--- src/rtl/coin_pkg.sv ---
// Shared types for the coin acceptor front end.
package coin_pkg;

    typedef enum logic [1:0] {
        IDLE         = 2'd0,
        DEBOUNCE     = 2'd1,
        EMIT         = 2'd2,
        WAIT_RELEASE = 2'd3
    } acc_state_t;

    typedef enum logic {
        NICKEL = 1'b0,
        DIME   = 1'b1
    } coin_t;

endpackage

--- src/rtl/sync_2ff.sv ---
// Single-bit two-flop synchronizer with synchronous active-high reset.
module sync_2ff (
    input  logic Clk,
    input  logic Reset,
    input  logic d_i,
    output logic q_o
);

    logic meta_q;
    logic sync_q;

    always_ff @(posedge Clk) begin
        if (Reset) begin
            meta_q <= 1'b0;
            sync_q <= 1'b0;
        end else begin
            meta_q <= d_i;
            sync_q <= meta_q;
        end
    end

    assign q_o = sync_q;

endmodule

--- src/rtl/coin_acceptor.sv ---
// Synchronizes and debounces the nickel/dime sensors into single-cycle N, D or reject pulses.
module coin_acceptor
    import coin_pkg::*;
#(
    parameter int unsigned DEBOUNCE_CYCLES = 4
) (
    input  logic Clk,
    input  logic Reset,
    input  logic nickel_raw,
    input  logic dime_raw,
    input  logic accept_en,
    output logic N,
    output logic D,
    output logic reject,
    output logic busy
);

    localparam int unsigned CntW = $clog2(DEBOUNCE_CYCLES + 1);
    localparam logic [CntW-1:0] CntLast = CntW'(DEBOUNCE_CYCLES - 1);

    logic sn;
    logic sd;

    acc_state_t      state_q, state_d;
    logic [CntW-1:0] cnt_q, cnt_d;
    coin_t           type_q, type_d;
    logic            n_q, n_d;
    logic            d_q, d_d;
    logic            rej_q, rej_d;

    logic sel_line;
    logic other_line;

    sync_2ff u_sync_nickel (
        .Clk   (Clk),
        .Reset (Reset),
        .d_i   (nickel_raw),
        .q_o   (sn)
    );

    sync_2ff u_sync_dime (
        .Clk   (Clk),
        .Reset (Reset),
        .d_i   (dime_raw),
        .q_o   (sd)
    );

    assign sel_line   = (type_q == DIME) ? sd : sn;
    assign other_line = (type_q == DIME) ? sn : sd;

    always_comb begin
        state_d = state_q;
        cnt_d   = cnt_q;
        type_d  = type_q;
        n_d     = 1'b0;
        d_d     = 1'b0;
        rej_d   = 1'b0;
        case (state_q)
            IDLE: begin
                if (sn && sd) begin
                    state_d = WAIT_RELEASE;
                    rej_d   = 1'b1;
                end else if (sn || sd) begin
                    state_d = DEBOUNCE;
                    type_d  = sd ? DIME : NICKEL;
                    cnt_d   = '0;
                end
            end
            DEBOUNCE: begin
                if (sel_line && !other_line) begin
                    if (cnt_q == CntLast) begin
                        // Pulse is registered so it appears exactly while in EMIT.
                        state_d = EMIT;
                        if (accept_en) begin
                            n_d = (type_q == NICKEL);
                            d_d = (type_q == DIME);
                        end else begin
                            rej_d = 1'b1;
                        end
                    end else begin
                        cnt_d = cnt_q + 1'b1;
                    end
                end else begin
                    state_d = IDLE;
                end
            end
            EMIT: begin
                state_d = WAIT_RELEASE;
            end
            WAIT_RELEASE: begin
                if (!sn && !sd) begin
                    state_d = IDLE;
                end
            end
            default: begin
                state_d = IDLE;
            end
        endcase
    end

    always_ff @(posedge Clk) begin
        if (Reset) begin
            state_q <= IDLE;
            cnt_q   <= '0;
            type_q  <= NICKEL;
            n_q     <= 1'b0;
            d_q     <= 1'b0;
            rej_q   <= 1'b0;
        end else begin
            state_q <= state_d;
            cnt_q   <= cnt_d;
            type_q  <= type_d;
            n_q     <= n_d;
            d_q     <= d_d;
            rej_q   <= rej_d;
        end
    end

    assign N      = n_q;
    assign D      = d_q;
    assign reject = rej_q;
    assign busy   = (state_q != IDLE);

endmodule

--- config.mk ---
export PLATFORM = sky130hd
export DESIGN_NAME = coin_acceptor
export DESIGN_NICKNAME = d
export VERILOG_FILES = /design/src/rtl/coin_pkg.sv /design/src/rtl/sync_2ff.sv /design/src/rtl/coin_acceptor.sv
export SDC_FILE = /design/constraint.sdc
export NUM_CORES = 1
export LEC_CHECK = 0
export ABC_CLOCK_PERIOD_IN_PS = 1850
export CORE_MARGIN = 10
export CORE_UTILIZATION = 45
export CTS_CLUSTER_DIAMETER = 60
export DETAILED_ROUTE_END_ITERATION = 10
export PLACE_DENSITY = 0.66
export SYNTH_ARGS = -nofsm -noshare
export SYNTH_HDL_FRONTEND = slang
export SYNTH_SLANG_ARGS = --single-unit
--- constraint.sdc ---
create_clock -name Clk -period 1.85 [get_ports Clk]
set_input_delay 0.2775 -clock Clk [delete_from_list [all_inputs] [get_ports Clk]]
set_output_delay 0.2775 -clock Clk [all_outputs]
set_load 0.03 [all_outputs]
; After elaboration in Yosys (flattened, before gate mapping)
; Cells that the tools add are included.
; Widths: inputs -> output; s select.
[op_classes]
bitwise = 6
n_reduce_logical = 14
mux = 19
add_sub_neg = 1
n_eq_ne = 11
[ops]
columns = operator, count
row1 = $mux 3, 4
row2 = $mux 2, 5
row3 = $ne 2x2->1 const B, 5
row4 = $pmux 2 s4, 1
row5 = $mux 1, 7
row6 = $ne 3x3->1 const B, 2
row7 = $not 1->1, 6
row8 = $pmux 3 s2, 1
row9 = $reduce_and 3->1, 2
row10 = $reduce_and 5->1, 1
row11 = $reduce_or 5->1, 1
row12 = $eq 2x2->1 const B, 2
row13 = $reduce_bool 2->1, 2
row14 = $add 3x1->3 const B, 1
row15 = $eq 3x2->1 const B, 1
row16 = $logic_and 1x1->1, 3
row17 = $logic_not 1->1, 3
row18 = $eq 2x1->1 const B, 1
row19 = $logic_not 2->1, 1
row20 = $pmux 1 s2, 1
row21 = $logic_or 1x1->1, 1
[totals]
output_inout_bits = 4
inputBits = 5
regBits = 13
word_cells = 61

; Logic depth before layout (Yosys ltp)
[logic_depth]
ltp_word = 5
ltp_mapped = 5
mapped_depth_nobuf = 5

; Cells and area by module
; A second synthesis with hierarchy kept.
[hier_totals]
cells_unflattened = 62
area_unflattened_um2 = 658.1
[by_module_without_submodules]
columns = module, area_per_inst_um2, instances, cells_each
row1 = coin_acceptor, 553.0, 1, 54
row2 = sync_2ff, 52.6, 2, 4

; Worst setup path before layout
; OpenSTA, ideal clock, no wires.
[synth_timing]
kind = register -> register
from = register cnt_q[0]
to = register cnt_q[0]
arrival_ps = 1301
required_ps = 1729
setup_ps = 121
stages_incl_launch_ff = 6
setup_slack_ps = 428
n_path_buf = 0
path_cell_list = dfxtp_1 ha_1 ha_1 nor2_1 o211ai_4 mux2_4
[synth_via]
elab_chain_len = 4
word_cells_on_any_way = 7
classes_between = add/sub (1) / eq/ne (2) / mux (3) / reduce/logical (1)
[synth_lines]
columns = element, line_no
row1 = start: declaration, coin_acceptor.sv:25  ; logic [CntW-1:0] cnt_q, cnt_d;
row2 = start signal: assignment, coin_acceptor.sv:111  ; cnt_q <= cnt_d;
row3 = $add 3x1->3, coin_acceptor.sv:81  ; cnt_d = cnt_q + 1'b1;
row4 = $mux 3, coin_acceptor.sv:71  ; if (cnt_q == CntLast) begin
row5 = $mux 3, coin_acceptor.sv:70  ; if (sel_line && !other_line) begin
row6 = $pmux 3 s2, coin_acceptor.sv:58  ; case (state_q)
; Parallel ways exist; a longest one is shown, timed or not. The select of a mux whose other input is x is not followed.
; A chain may end at the register's enable or synchronous reset.

; Worst setup path after layout
[layout_timing]
from = register state_q[1]
to = output port busy
[layout_via]
elab_chain_len = 1
[layout_lines]
columns = element, line_no
row1 = start: declaration, coin_acceptor.sv:24  ; acc_state_t state_q, state_d;
row2 = start signal: assignment, coin_acceptor.sv:110  ; state_q <= state_d;
row3 = $reduce_bool 2->1, coin_acceptor.sv:122  ; assign busy = (state_q != IDLE);
row4 = end: declaration, coin_acceptor.sv:15  ; output logic busy
; No other way between the ends.

==> metrics.md <==
| Metric | Value |
|---|---|
| GP Congestion | `0.744` |
| Area share of xor/xnor cells in the synthesized design | `0%` |
| Worst slack at placement | `0.284 ns` |
| Adder-cell share of the synthesized area | `9.31%` |
| Post-synth EDFFs | `0` |
| Clock Sinks | `13` |
| Hold path endpoint | `u_sync_nickel.q_o` |
| Setup tns final | `0 ns` |
| Most frequent cell after synthesis | `dfxtp_1` |
| 1st-iter DRT viols | `3` |
| CTS tree | `done` |
| Core Box Area | `1350 um^2` |
| First-pass GRT wire length | `1880 um` |
| Mux contribution to synthesized area | `8.19%` |
| Area Overhead vs Synth | `17.7%` |
| Max FO, Critical Path | `9` |
| CTS buffer count | `3` |
| Simple-gate portion of the synthesized area | `27.0%` |
| Hold Crit Depth | `1` |
| Slew HR | `71.3%` |
| Final min period | `1.60 ns` |
| Hold WC Path Type | `flip-flop to flip-flop` |
| TritonRoute pass-1 iters | `4` |
| Post-synthesis compound-gate area fraction | `11.5%` |
| Share of cells above drive strength 1 | `18.9%` |
| Vias per cell | `5.25` |
| Hold-fix buffers, CTS | `0` |
| Initial antenna violation count | `0` |
| Dominant synthesized flop cell | `dfxtp_1` |
| Post-synthesis cell count | `63` |
| # rows | `13` |
| WL met2 | `510 um` |
| Placed Area | `766 um^2` |
| Post-synth top area cell | `dfxtp_1` |
| Initial Util | `49.8%` |
| Min-Delay Startpoint | `u_sync_nickel.meta_q` |
| Top achievable clock speed | `0.623 GHz` |
| Wire per inst | `12.5 um` |
| Reg-to-reg critical path endpoint | `cnt_q[1]` |
| Largest net degree at the start of global routing | `11` |
| Nets | `85` |
| Max-Cap Viols | `0` |
| Hpwl dp | `865 um` |
| Met3 routed WL | `59 um` |
| Setup ws final | `0.246 ns` |
| Leak | `0.303 nW` |
| Vias in the first global route | `453` |
| WL met1 | `517 um` |
| Final Cell Area | `791 um^2` |
| Library cells used by synthesis | `29` |
| Gr ovfl total | `0` |
| Worst skew pair latency | `0.28 ns` |
| Crit path kind | `flip-flop to output port` |
| Vias | `467` |
| Clock transition at path regs | `0.09 ns` |
| Seq cells post-synth | `13` |
| Ys async rst share | `0%` |
| Final setup violation count | `0` |
| Synth top area cells | `dfxtp_1 (39%), ha_1 (9.3%), mux2_4 (6.7%)` |
| Max VDD drop | `523 uV` |
| RSZ-0062 raised after global routing | `false` |
| CP endpoint kind | `output port` |
| Final clock skew | `0.00986 ns` |
| WP data required | `1.57 ns` |
| Die Wd | `58.6 um` |
| I/O Pins | `9` |
| Final Hold Viols | `0` |
| Power per cell area | `673 nW/um^2` |
| Reg2reg start | `u_sync_dime.q_o` |
| Top routing layer in use | `met4` |
| Post-Syn Area | `672 um^2` |
| Antenna diodes | `0` |
| Height of the die | `58.6 um` |
| # port buffers | `8` |
| Root Driver | `clkbuf_4` |
| Post-synthesis sequential area ratio | `38.7%` |
| Mean Syn Cell Area | `10.7 um^2` |
| Top cells by count, synth | `dfxtp_1 (13), nor2b_1 (7), ha_1 (5)` |
| Clock Tree Buf Depth | `2` |
| Worst R2R Path Depth | `5` |
| Slew @ Worst Pin | `0.427 ns` |
| Antenna violation net count after detailed routing | `0` |
| Routed wire length | `1120 um` |
| Slew Viols, Final | `0` |
| Synthesis Warnings | `0` |
| GRT Total Usage | `7.13%` |
| Residual DRC | `0` |
| Largest family of logic cells by synthesized area | `simple AND/OR/NAND/NOR gates` |
| Status | `finished clean` |
| DIE AREA | `3440 um^2` |
| Fin crit share | `86.7%` |
| CP Data Arrival Time | `1.33 ns` |
| Reg2Reg Setup Slack | `0.32 ns` |
| H-Tree Depth | `1` |
| Post-synth top area share | `38.7%` |
| Crit start category | `flip-flop` |
| Synth Net Count | `73` |
-- cells by family (layout without fill, tap and decap cells) --
kind of cell,Yosys count,count (layout)
and+or+nand+nor,25,25
adders and majority gates,5,5
buffers and inverters,7,18
AOI/OAI and AO/OA,9,9
muxes,4,4
DFF,13,13
-- timing repair --
action	in CTS	in global routing
endpoints found under the setup margin	1	0
setup buffers	0	0
gates resized for setup	1	0
-- how the worst max path moves through the flow --
stage,startpoint,end,slack [ns],cells after the start
6_report,state_q[1],busy,0.25,2
3_3_place_gp,u_sync_dime.q_o,cnt_q[1],0.31,5
4_1_cts,state_q[1],busy,0.23,2
3_5_place_dp,state_q[1],busy,0.28,2
5_1_grt,state_q[1],busy,0.17,2
2_1_floorplan,cnt_q[0],cnt_q[0],0.43,5
-- through the flow --
step           instances  total power (W)  hold slack (ns)  utilization [%]
4_1_cts               89         0.000542            0.444             58.6
3_5_place_dp          85         0.000360            0.438             56.7
6_report              89         0.000532            0.441             58.6
5_1_grt               89         0.000561            0.466             58.6
2_1_floorplan         63         0.000339            0.406                -
3_3_place_gp          85         0.000360            0.424             56.7
-- flip-flops by register name, summed over array words and instances, names as in the netlist --
register and count:
D 1, type_q 1, cnt_q 3, u_sync_dime.q_o 1
state_q 2, reject 1, u_sync_nickel.meta_q 1, u_sync_nickel.q_o 1
N 1, u_sync_dime.meta_q 1
-- final cells by class --
class / instances / area (um^2)
multi-input cells: 43 / 377
inverters: 4 / 15.0
well taps: 15 / 18.8
clock buffers: 4 / 26.3
repair buffers: 10 / 93.8
fillers: 115 / 559
flip-flops and latches: 13 / 260
-- critical path: stages (launching register included) --
cell and delay (ns):
dfxtp_1 0.40, or2_2 0.29, dlygate4sd2_1 0.35
-- power breakdown --
part	internal (W)	switching, W	total (W)
registers	0.000287	0.00000496	0.000292
clock network	0.0000836	0.0000973	0.000181
logic	0.0000306	0.0000289	0.0000596
-- layer usage --
layer / GRT usage, % / vias to the layer above
met5: 0 / -
met4: 5.57 / 0
met3: 3.86 / 4
met2: 10.6 / 7
met1: 7.32 / 214
li1: - / 242
-- placed cells by master (no fill, tap or decap) --
master	Yosys	layout
nand2_1	1	1
nor2_1	4	4
nor3b_4	1	1
o211ai_4	1	1
o21ai_1	1	1
inv_1	4	4
dfxtp_1	13	13
buf_4	0	2
nor4b_2	1	1
mux2i_1	1	1
clkbuf_1	1	1
ha_1	5	5
dlygate4sd2_1	0	1
o211ai_1	1	1
nor3b_1	4	4
nor3_1	1	1
a31oi_1	1	1
o2111ai_1	1	1
mux2_4	3	3
and3b_4	1	1
clkdlybuf4s50_1	0	7
nor2b_1	7	7
nor4_2	1	1
o21bai_1	1	1
or2_2	1	1
nand2b_1	2	2
a311oi_1	1	1
nor4_1	1	1
a211oi_1	1	1
clkbuf_4	0	3
o21ai_0	1	1
(Power assumes the default switching activity.)
